--- config.mk ---
export PLATFORM = sky130hd
export DESIGN_NAME = pa_soc_uart_rx
export DESIGN_NICKNAME = d
export VERILOG_FILES = /design/src/rtl/pa_soc_uart_rx.sv
export SDC_FILE = /design/constraint.sdc
export NUM_CORES = 1
export LEC_CHECK = 0
export CAP_MARGIN = 10
export CORE_ASPECT_RATIO = 1.4
export CORE_MARGIN = 3
export CORE_UTILIZATION = 30
export DETAILED_ROUTE_END_ITERATION = 7
export GPL_ROUTABILITY_DRIVEN = 0
export GPL_TIMING_DRIVEN = 0
export PLACE_DENSITY = 0.44
export SYNTH_ARGS = -nofsm -noshare
export SYNTH_HDL_FRONTEND = slang
export SYNTH_SLANG_ARGS = --single-unit
--- constraint.sdc ---
create_clock -name clk_i -period 4.5 [get_ports clk_i]
set_clock_uncertainty 0.05 [all_clocks]
set_input_delay 0.675 -clock clk_i [delete_from_list [all_inputs] [get_ports clk_i]]
set_output_delay 0.675 -clock clk_i [all_outputs]
set_load 0.01 [all_outputs]
--- src/rtl/pa_soc_uart_rx.sv ---
// UART receiver (8N1, LSB first) with a small RX FIFO and a CR/SR/RXD register window.
// The line is sampled mid-bit by a counter that is re-aligned on every start bit.
`timescale 1ns/1ps

`ifndef CPU_FREQ_HZ
`define CPU_FREQ_HZ 1843200
`endif

module pa_soc_uart_rx #(
  parameter int unsigned UART_BAUD  = 115200,
  parameter int unsigned FIFO_DEPTH = 4
) (
  input  logic        clk_i,
  input  logic        rst_n_i,
  input  logic [7:0]  addr_i,
  input  logic        data_rd_i,
  input  logic        data_we_i,
  input  logic [31:0] data_i,
  output logic [31:0] data_o,
  input  logic        pad_rxd
);

  localparam int unsigned BitCycles  = `CPU_FREQ_HZ / UART_BAUD;
  localparam int unsigned HalfCycles = BitCycles / 2;
  localparam int unsigned PtrW       = $clog2(FIFO_DEPTH);

  localparam logic [31:0]   BitLast  = 32'(BitCycles - 1);
  localparam logic [31:0]   HalfLast = 32'(HalfCycles - 1);
  localparam logic [PtrW:0] DepthCnt = (PtrW + 1)'(FIFO_DEPTH);

  localparam logic [7:0] AddrCr  = 8'h00;
  localparam logic [7:0] AddrSr  = 8'h04;
  localparam logic [7:0] AddrRxd = 8'h10;

  typedef enum logic [1:0] {StIdle, StStart, StData, StStop} state_e;

  // ---------------------------------------------------------------------------
  // Input synchronizer and edge-detect register
  // ---------------------------------------------------------------------------
  logic rxd_meta_q, rxd_s_q, rxd_q;

  always_ff @(posedge clk_i or negedge rst_n_i) begin
    if (!rst_n_i) begin
      rxd_meta_q <= 1'b1;
      rxd_s_q    <= 1'b1;
      rxd_q      <= 1'b1;
    end else begin
      rxd_meta_q <= pad_rxd;
      rxd_s_q    <= rxd_meta_q;
      rxd_q      <= rxd_s_q;
    end
  end

  // ---------------------------------------------------------------------------
  // Control register
  // ---------------------------------------------------------------------------
  logic [31:0] cr_q;
  logic        rx_en;

  assign rx_en = cr_q[0];

  always_ff @(posedge clk_i or negedge rst_n_i) begin
    if (!rst_n_i) begin
      cr_q <= 32'h1;
    end else if (data_we_i && (addr_i == AddrCr)) begin
      cr_q <= data_i;
    end
  end

  // ---------------------------------------------------------------------------
  // Receive FSM
  // ---------------------------------------------------------------------------
  state_e      state_q, state_d;
  logic [31:0] cnt_q, cnt_d;
  logic [2:0]  bit_idx_q, bit_idx_d;
  logic [7:0]  shift_q, shift_d;
  logic        stop_done;

  always_ff @(posedge clk_i or negedge rst_n_i) begin
    if (!rst_n_i) begin
      state_q   <= StIdle;
      cnt_q     <= '0;
      bit_idx_q <= '0;
      shift_q   <= '0;
    end else begin
      state_q   <= state_d;
      cnt_q     <= cnt_d;
      bit_idx_q <= bit_idx_d;
      shift_q   <= shift_d;
    end
  end

  always_comb begin
    state_d   = state_q;
    cnt_d     = cnt_q;
    bit_idx_d = bit_idx_q;
    shift_d   = shift_q;
    stop_done = 1'b0;

    unique case (state_q)
      StIdle: begin
        if (rx_en && rxd_q && !rxd_s_q) begin
          state_d = StStart;
          cnt_d   = '0;
        end
      end
      StStart: begin
        if (cnt_q == HalfLast) begin
          cnt_d = '0;
          // A line that is high again at mid start bit was only a glitch.
          if (!rxd_s_q) begin
            state_d   = StData;
            bit_idx_d = '0;
          end else begin
            state_d = StIdle;
          end
        end else begin
          cnt_d = cnt_q + 32'd1;
        end
      end
      StData: begin
        if (cnt_q == BitLast) begin
          cnt_d             = '0;
          shift_d[bit_idx_q] = rxd_s_q;
          if (bit_idx_q == 3'd7) begin
            state_d = StStop;
          end else begin
            bit_idx_d = bit_idx_q + 3'd1;
          end
        end else begin
          cnt_d = cnt_q + 32'd1;
        end
      end
      StStop: begin
        if (cnt_q == BitLast) begin
          cnt_d     = '0;
          state_d   = StIdle;
          stop_done = 1'b1;
        end else begin
          cnt_d = cnt_q + 32'd1;
        end
      end
      default: begin
        state_d = StIdle;
        cnt_d   = '0;
      end
    endcase

    // Disabling the receiver abandons any frame in progress.
    if (!rx_en && (state_q != StIdle)) begin
      state_d   = StIdle;
      cnt_d     = '0;
      stop_done = 1'b0;
    end
  end

  // ---------------------------------------------------------------------------
  // RX FIFO
  // ---------------------------------------------------------------------------
  logic [7:0]      mem_q [FIFO_DEPTH];
  logic [PtrW-1:0] wr_ptr_q, rd_ptr_q;
  logic [PtrW:0]   count_q, count_d;
  logic            fifo_full, fifo_empty;
  logic            push_req, push, pop;
  logic            ovr_set, ferr_set;

  assign fifo_full  = (count_q == DepthCnt);
  assign fifo_empty = (count_q == '0);

  assign push_req = stop_done & rxd_s_q;
  assign ferr_set = stop_done & ~rxd_s_q;
  assign pop      = data_rd_i & (addr_i == AddrRxd) & ~fifo_empty;
  // A pop in the same cycle frees the slot, so a full FIFO can still accept.
  assign push     = push_req & (~fifo_full | pop);
  assign ovr_set  = push_req & fifo_full & ~pop;

  always_comb begin
    count_d = count_q;
    case ({push, pop})
      2'b10:   count_d = count_q + 1'b1;
      2'b01:   count_d = count_q - 1'b1;
      default: count_d = count_q;
    endcase
  end

  always_ff @(posedge clk_i or negedge rst_n_i) begin
    if (!rst_n_i) begin
      wr_ptr_q <= '0;
      rd_ptr_q <= '0;
      count_q  <= '0;
      for (int i = 0; i < FIFO_DEPTH; i++) begin
        mem_q[i] <= '0;
      end
    end else begin
      count_q <= count_d;
      if (push) begin
        mem_q[wr_ptr_q] <= shift_q;
        wr_ptr_q        <= wr_ptr_q + 1'b1;
      end
      if (pop) begin
        rd_ptr_q <= rd_ptr_q + 1'b1;
      end
    end
  end

  // ---------------------------------------------------------------------------
  // Status flags (W1C, hardware set has priority over a clear)
  // ---------------------------------------------------------------------------
  logic ovr_q, ovr_d;
  logic ferr_q, ferr_d;
  logic sr_we;

  assign sr_we  = data_we_i & (addr_i == AddrSr);
  assign ovr_d  = ovr_set  | (ovr_q  & ~(sr_we & data_i[1]));
  assign ferr_d = ferr_set | (ferr_q & ~(sr_we & data_i[2]));

  always_ff @(posedge clk_i or negedge rst_n_i) begin
    if (!rst_n_i) begin
      ovr_q  <= 1'b0;
      ferr_q <= 1'b0;
    end else begin
      ovr_q  <= ovr_d;
      ferr_q <= ferr_d;
    end
  end

  // ---------------------------------------------------------------------------
  // Read mux
  // ---------------------------------------------------------------------------
  always_comb begin
    data_o = '0;
    if (data_rd_i) begin
      case (addr_i)
        AddrCr:  data_o = cr_q;
        AddrSr:  data_o = {28'b0, fifo_full, ferr_q, ovr_q, ~fifo_empty};
        AddrRxd: data_o = fifo_empty ? 32'b0 : {24'b0, mem_q[rd_ptr_q]};
        default: data_o = '0;
      endcase
    end
  end

endmodule

# [Yosys cells after proc, flatten, opt, wreduce, memory -nomap -nowiden]
# Index checks and enable logic that the tools add are counted.
[word_totals] input_bits=45 output_inout_bits=32 wordCells=123 ff_bits=121
[op_classes] n_mux=34 reduce_logical=18 n_lt_le_gt_ge=5 n_addsub=6 bitwise_logic=23 eq_ne=20
[op_table] op="$pmux 32 s3" n=2
[op_table] op="$mux 32" n=5
[op_table] op="$add 32x1->32 const B" n=1
[op_table] op="$bwmux 32" n=1
[op_table] op="$eq 32x3->1 const B" n=1
[op_table] op="$eq 32x4->1 const B" n=1
[op_table] op="$mux 8" n=4
[op_table] op="$bmux 8 s2" n=1
[op_table] op="$demux 8 s2" n=1
[op_table] op="$ne 3x3->1 const B" n=5
[op_table] op="$mux 2" n=7
[op_table] op="$and 1x1->1" n=12
[op_table] op="$mux 3" n=4
[op_table] op="$pmux 3 s2" n=2
[op_table] op="$reduce_and 5->1" n=2
[op_table] op="$bwmux 8" n=1
[op_table] op="$eq 8x3->1 const B" n=1
[op_table] op="$eq 8x5->1 const B" n=1
[op_table] op="$logic_not 8->1" n=1
[op_table] op="$ne 2x2->1 const B" n=4
[op_table] op="$pmux 2 s4" n=1
[op_table] op="$add 3x1->3 const B" n=2
[op_table] op="$eq 2x2->1 const B" n=3
[op_table] op="$eq 3x3->1 const B" n=2
[op_table] op="19 further kinds" n=41

# [Longest topological paths before layout]
# Gate-level depths: netlist of the first run.
[logic_depth] depth_word=8 depth_mapped=9 mapped_depth_nobuf=8

# [Least setup slack after synthesis of the first run]
# OpenSTA, ideal clock, no wires.
[synth_path] path_kind="input port to flip-flop" start="input port addr_i[1]" end="register count_q[2]" path_stages=8 path_slack_ns=1.440 path_buffers=1 arrival_time_ns=2.887 t_required_ns=4.327 setup_time_ns=0.123 cell_sequence="or4_4 > nor4_1 > clkbuf_1 > o21ai_0 > fa_1 > a31o_2 > a31oi_1 > a21oi_1"
[synth_via] elab_chain_len=7 word_cells_on_any_way=9 cone_classes="3 x eq/ne; 1 x mux; 4 x bitwise; 1 x reduce/logical"
[synth_lines] element="start: declaration" line="15" rtl="input logic [7:0] addr_i,"
[synth_lines] element="$eq 8x5->1 (*)" line="172" rtl="assign pop = data_rd_i & (addr_i == AddrRxd) & ~fifo_empty;"
[synth_lines] element="$and 1x1->1 (*) (2 in series)" line="172"
[synth_lines] element="$or 1x1->1" line="174" rtl="assign push = push_req & (~fifo_full | pop);"
[synth_lines] element="$and 1x1->1" line="174"
[synth_lines] element="$eq 2x1->1 / $eq 2x2->1 (equally long branches)" line="179" rtl="case ({push, pop})"
[synth_lines] element="$pmux 3 s2 / $reduce_bool 2->1 (equally long branches)"
[synth_lines] element="end signal: assignment" line="195" rtl="count_q <= count_d;"
[synth_lines] element="end: declaration" line="162" rtl="logic [PtrW:0] count_q, count_d;"
# Every way passes the cells marked *; elsewhere a longest branch is shown, timed or not.
# A chain may end at the register's enable or synchronous reset.

# [Worst setup path in the final report of the first run]
[layout_path] start="input port addr_i[1]" end="output port data_o[21]"
[layout_via] elab_chain_len=3 word_cells_on_any_way=5 cone_classes="2 x eq/ne; 2 x mux; 1 x reduce/logical"
[layout_lines] element="$eq 8x5->1, or another cell as far along" line="233" rtl="case (addr_i)"
[layout_lines] element="$pmux 32 s3 (*)" line="233"
[layout_lines] element="$mux 32 (*)" line="232" rtl="if (data_rd_i) begin"
[layout_lines] element="end: declaration" line="19" rtl="output logic [31:0] data_o,"
# Marks and branches as above.

==> results of run 1 <==
## stage by stage
step	power (mW)	utilization [%]	TNS (ns)	worst slack, ns	cell area [um^2]
after floorplan	1.22	-	0	1.44	6290
after global placement	1.32	35.8	-260.07	-2.21	7360
after global routing	2.70	38.7	0	0.0890	7950
final	2.59	38.7	0	0.316	7950
after CTS	2.63	38.6	0	0.167	7950
after detailed placement	1.32	35.9	0	0.174	7390
## synthesized netlist by cell type, types with 5 or more instances
cell type / instances
sky130_fd_sc_hd__mux2_2: 44
sky130_fd_sc_hd__nand4_1: 14
sky130_fd_sc_hd__and3_1: 32
sky130_fd_sc_hd__nor4_1: 13
sky130_fd_sc_hd__nand3b_1: 6
sky130_fd_sc_hd__mux2i_1: 9
sky130_fd_sc_hd__nand2_1: 33
sky130_fd_sc_hd__nor4_2: 5
sky130_fd_sc_hd__mux2_1: 33
sky130_fd_sc_hd__o31ai_1: 5
sky130_fd_sc_hd__nand3_1: 29
sky130_fd_sc_hd__o21ai_0: 10
sky130_fd_sc_hd__a21oi_1: 16
sky130_fd_sc_hd__inv_1: 19
sky130_fd_sc_hd__nor2b_1: 8
sky130_fd_sc_hd__buf_2: 7
sky130_fd_sc_hd__mux4_2: 8
sky130_fd_sc_hd__nor3_1: 14
sky130_fd_sc_hd__nand2b_1: 5
sky130_fd_sc_hd__xnor2_1: 12
sky130_fd_sc_hd__clkbuf_1: 21
sky130_fd_sc_hd__dfrtp_1: 117
sky130_fd_sc_hd__ha_1: 7
sky130_fd_sc_hd__a31oi_1: 6
sky130_fd_sc_hd__nor2_1: 38
sky130_fd_sc_hd__or3_1: 5
sky130_fd_sc_hd__or4_1: 7
## final cells by class
type / count / area [um^2]
sequential: 121 / 3030
multi-input combinational: 395 / 3030
timing repair buffer: 76 / 779
clock buffer: 17 / 425
tap: 256 / 320
fill: 2010 / 12600
clock inverter: 15 / 133
buffer: 34 / 154
inverter: 19 / 71.3
## worst paths after layout
check	startpoint	endpoint	slack [ns]	cells past startpoint
worst max-delay path	addr_i[1]	data_o[21]	0.32	8
worst min-delay path	rst_n_i	mem_q[31]	0.18	1
worst max register to register	cr_q[0]	mem_q[28]	1.58	6
worst min register to register	rxd_meta_q	rxd_s_q	0.31	0
max in group asynchronous	rst_n_i	rxd_q	3.45	2
min in group clk_i	rxd_meta_q	rxd_s_q	0.31	0
## power breakdown
| part | switching (mW) | internal (mW) |
|---|---|---|
| clock | 0.563 | 0.726 |
| sequential | 0.0183 | 1.11 |
| combinational | 0.0979 | 0.0709 |
## state kept, by name, summed over array words and instances (netlist names)
name        count
bit_idx_q       3
cnt_q          32
count_q         3
cr_q           32
ferr_q          1
mem_q          32
ovr_q           1
rd_ptr_q        2
rxd_meta_q      1
rxd_q           1
rxd_s_q         1
shift_q         8
state_q         2
wr_ptr_q        2
## layer usage
metal	vias to the layer above	GRT usage (%)
li1	2268	-
met1	2362	16.7
met2	109	26.3
met3	11	3.37
met4	0	4.38
met5	-	0
## cell families after synthesis
kind of cell | count (synthesis) | synth area share (%)
multiplexers | 94 | 18.1
flip-flops | 121 | 48.2
AND/OR/NAND/NOR | 225 | 20.8
XOR/XNOR | 16 | 2.23
buffers and inverters | 53 | 3.56
adder cells (fa/ha/maj) | 8 | 1.71
AO/OA/AOI/OAI | 52 | 5.37
## worst max-delay path, cell delays in order
cell,delay [ns]
sky130_fd_sc_hd__clkdlybuf4s50_1,0.40
sky130_fd_sc_hd__or4_4,0.59
sky130_fd_sc_hd__nor4_4,0.30
sky130_fd_sc_hd__nor2b_1,0.21
sky130_fd_sc_hd__clkbuf_2,0.22
sky130_fd_sc_hd__clkbuf_1,0.31
sky130_fd_sc_hd__and3_1,0.22
sky130_fd_sc_hd__clkdlybuf4s50_1,0.53
## repair_timing
action | 4_1_cts | 5_1_grt
gates resized for setup | 0 | 2
hold buffers | 0 | 0
endpoints found under the setup margin | 0 | 16
==> results.cfg, run 1 <==
[logic_synthesis]
avgSynthCellArea_um2 = 11.0
synth_async_sr_flop_share_pct = 100
synth.area.top_cells = sky130_fd_sc_hd__dfrtp_1, sky130_fd_sc_hd__mux2_2, sky130_fd_sc_hd__mux2_1
synth_top_area_share_pct = 46.6
number_of_enable_flip_flop_cells_after_synthesis = 0
synth.net_count = 622
postSynth.topFlopCell = sky130_fd_sc_hd__dfrtp_1
ys_seq_elements = 121
yosys.area.top_type = sky130_fd_sc_hd__dfrtp_1
yosysUniqueCellTypes = 59
netlist_area_um2 = 6290
netlist_instances = 569
seq_area_frac_synth_pct = 48.2
synth-warning-count = 0

[global_routing]
grt_pass1_vias = 4928
grt_start_max_net_pins = 65
grt.overflow.total = 0
grt_antenna_before_repair = 0
grtUsageTotal_pct = 14.5
grt_pass1_wl_um = 25900

[sta]
timing.fmax_mhz = 239
unrepaired_setup_endpoints_after_global_routing = no
whs_ns = 0.178
worst_rel_slew_slack_pct = 40.7
report.final.hold_viol_count = 0
timing.final.crit_period_ns = 4.18
worst_tran_pin_value_ns = 0.882
maxSlewViolCount = 0
final_min_period_over_clock_period_pct = 93.0
final-setup-viol-count = 0

[cts]
cts_htree_levels = 4
worstSkewPairLatency_ns = 0.41
cts_post_setup_buffers_inserted = 0
cts_buffer_depth = 2
cts_root_buffer = sky130_fd_sc_hd__clkbuf_16
cts_tree = yes
cts_buffers = 17
worst_setup_hold_path_clk_slew_ns = 0.06
cts_sinks = 121

[detailed_routing]
met2RoutedLength_um = 8430
drt_wl_total_um = 15900
met1_length_um = 6700
maxUsedRoutingLayer = met4
antenna_left = 0
route.vias.total = 4750
drt_iter0_markers = 219
viasPerCell = 5.09
post-route-drc-count = 0
routed-wl-met3_um = 662
drt-pass1-iter-count = 4
post_dr_wirelength_cell_um = 17.1

[cells_and_area]
fin_nets = 717
final_layout_size_suffix_gt1_share_pct = 18.0
layout-area-overhead-vs-synth_pct = 26.4
layout_commonest_cell = sky130_fd_sc_hd__dfrtp_1
final_cell_mix = sky130_fd_sc_hd__dfrtp_1, sky130_fd_sc_hd__clkdlybuf4s50_1, sky130_fd_sc_hd__mux2_2
num_antenna_cells = 0
final_cell_count_no_fill = 933

[place]
placed_cells = 901
place.port_buffers = 75
detailed_place_hpwl_um = 11600

[flow_run]
cap_viol_max_count = 0

[critical_path]
critical_path_peak_fanout = 10
critical_path_class = in -> out
worstSetupStartpointType = input port
cp_data_required_time_ns = 3.77
worstPathArrival_ns = 3.46
worst_setup_ep_type = output port

[power]
powerDensity_nw_per_um2 = 326
p_leak_nw = 3.50
max-vdd-ir-drop_mv = 0.221

[worst_hold_path]
worstHoldPathType = in -> async

[floorplanning]
die_height_um = 177
top_level_ports = 77
coreArea_um2 = 20600
die-area_um2 = 22800
die_x_um = 128
effective_utilization_at_floorplan_pct = 30.6
floorplan.rows = 62

[outcome]
status = complete, no violations
(Power assumes the default switching activity.)
==> run 2: changes to the inputs <==
--- a/config.mk
+++ b/config.mk
@@ -6,13 +6,16 @@
 export NUM_CORES = 1
 export LEC_CHECK = 0
 export CAP_MARGIN = 10
+export CELL_PAD_IN_SITES_DETAIL_PLACEMENT = 0
+export CELL_PAD_IN_SITES_GLOBAL_PLACEMENT = 1
 export CORE_ASPECT_RATIO = 1.4
 export CORE_MARGIN = 3
 export CORE_UTILIZATION = 30
 export DETAILED_ROUTE_END_ITERATION = 7
+export DONT_BUFFER_PORTS = 1
 export GPL_ROUTABILITY_DRIVEN = 0
 export GPL_TIMING_DRIVEN = 0
-export PLACE_DENSITY = 0.44
+export PLACE_DENSITY = 0.48
 export SYNTH_ARGS = -nofsm -noshare
 export SYNTH_HDL_FRONTEND = slang
 export SYNTH_SLANG_ARGS = --single-unit
==> results.cfg, run 2 (synthesized netlist as in run 1, its figures left out) <==
[outcome]
status = complete, no violations

[critical_path]
worstPathArrival_ns = 2.72
path_cells = or4_4 -> nor4_4 -> nor2b_1 -> clkbuf_1 -> clkbuf_1 -> and3_1
worst_path_largest_cell_delay_ns = 0.58
critical_path_peak_fanout = 10
worstSetupStartpointType = input port
worst_path_most_repeated_cell = sky130_fd_sc_hd__clkbuf_1
critical_path_class = in -> out
worst_setup_ep_type = output port
critical_path.slowest_cell = sky130_fd_sc_hd__or4_4
cp_data_required_time_ns = 3.77

[cells_and_area]
final_cell_count_no_fill = 858
largestRegisters = cnt_q (32), cr_q (32), mem_q (32)
final_layout_size_suffix_gt1_share_pct = 19.9
num_antenna_cells = 0
layout_commonest_cell = sky130_fd_sc_hd__dfrtp_1
layout-area-overhead-vs-synth_pct = 14.4
fin_nets = 642
fill_cells = 2052
final_cell_mix = sky130_fd_sc_hd__dfrtp_1, sky130_fd_sc_hd__mux2_2, sky130_fd_sc_hd__nor2_1

[place]
place.port_buffers = 0
placed_cells = 825
detailed_place_hpwl_um = 11600

[floorplanning]
die_height_um = 177
die_x_um = 128
top_level_ports = 77
floorplan.rows = 62
effective_utilization_at_floorplan_pct = 30.6
coreArea_um2 = 20600
die-area_um2 = 22800

[sta]
unrepaired_setup_endpoints_after_global_routing = no
report.final.hold_viol_count = 0
timing.final.crit_period_ns = 3.45
final-setup-viol-count = 0
worst_rel_slew_slack_pct = 42.6
timing.fmax_mhz = 290
final_min_period_over_clock_period_pct = 76.6
fin_setup_tns_ns = 0
whs_ns = 0.0532
worst_tran_pin_value_ns = 0.861
maxSlewViolCount = 0

[cts]
cts_root_buffer = sky130_fd_sc_hd__clkbuf_16
cts_buffers = 17
worstSkewPairLatency_ns = 0.41
cts_post_setup_buffers_inserted = 0
cts_sinks = 121
worst_setup_hold_path_clk_slew_ns = 0.06
cts_htree_levels = 4
cts_buffer_depth = 2
cts_tree = yes

[power]
powerDensity_nw_per_um2 = 353
max-vdd-ir-drop_mv = 0.233
p_leak_nw = 3.21

[global_routing]
grtUsageTotal_pct = 14.9
grt_antenna_before_repair = 0
grt_start_max_net_pins = 118
grt_pass1_vias = 4742
grt_pass1_wl_um = 26200
grt.overflow.total = 0

[worst_hold_path]
worstHoldPathType = in -> async

[flow_run]
cap_viol_max_count = 0

[detailed_routing]
antenna_left = 0
drt_iter0_markers = 189
drt_wl_total_um = 16500
route.vias.total = 4502
post_dr_wirelength_cell_um = 19.2
post-route-drc-count = 0
drt-pass1-iter-count = 4
viasPerCell = 5.25
-- run 2: final timing paths --
check / from / endpoint / slack (ns) / depth (start not counted)
max: addr_i[1] / data_o[23] / 1.05 / 6
min: rst_n_i / rxd_s_q / 0.05 / 0
max reg2reg: cnt_q[10] / count_q[2] / 1.57 / 9
min reg2reg: rxd_meta_q / rxd_s_q / 0.31 / 0
max in group asynchronous: rst_n_i / state_q[0] / 3.73 / 1
min in group clk_i: pad_rxd / rxd_meta_q / 0.20 / 0
-- run 2: repair_timing --
action                    CTS  global route
hold buffers                1             0
hold endpoints to repair  117             0
resized for setup           0             0
-- run 2: routing by layer --
metal / vias up / GRT usage (%) / wire (um)
li1: 2116 / - / -
met1: 2267 / 16.7 / 6540
met2: 86 / 26.4 / 8760
met3: 33 / 3.55 / 650
met4: 0 / 6.86 / 506
met5: - / 0 / 0
-- run 2: area by class of cell --
| cell class | count | area, um^2 | area share (%) |
|---|---|---|---|
| sequential | 121 | 3030 | 42.2 |
| buffer | 34 | 153 | 2.12 |
| inverter | 19 | 71.3 | 0.992 |
| timing repair buffer | 1 | 27.5 | 0.383 |
| tap | 256 | 320 | 4.45 |
| multi-input combinational | 395 | 3030 | 42.1 |
| clock inverter | 14 | 116 | 1.62 |
| clock buffer | 18 | 439 | 6.11 |
-- run 2: metrics by stage --
stage                     total power [mW]  worst slack [ns]  utilization [%]  area, um^2
after floorplan                       1.22              1.44                -        6290
after global placement                1.26              1.07             32.1        6610
after detailed placement              1.26              1.02             32.1        6610
after CTS                             2.59              1.02             35.0        7190
after global routing                  2.65             0.846             35.0        7190
final                                 2.54              1.05             35.0        7190
-- run 2: where the power goes --
part           switching, mW  leakage, nW  internal, mW
registers             0.0186         1.66          1.11
clock network          0.547        0.267         0.731
logic                 0.0885         1.29        0.0387
-- run 2: worst max-delay path, delay by kind of cell --
family,cells,cell delay [ns]
buffers and inverters,2,0.66
and+or+nand+nor,4,1.39
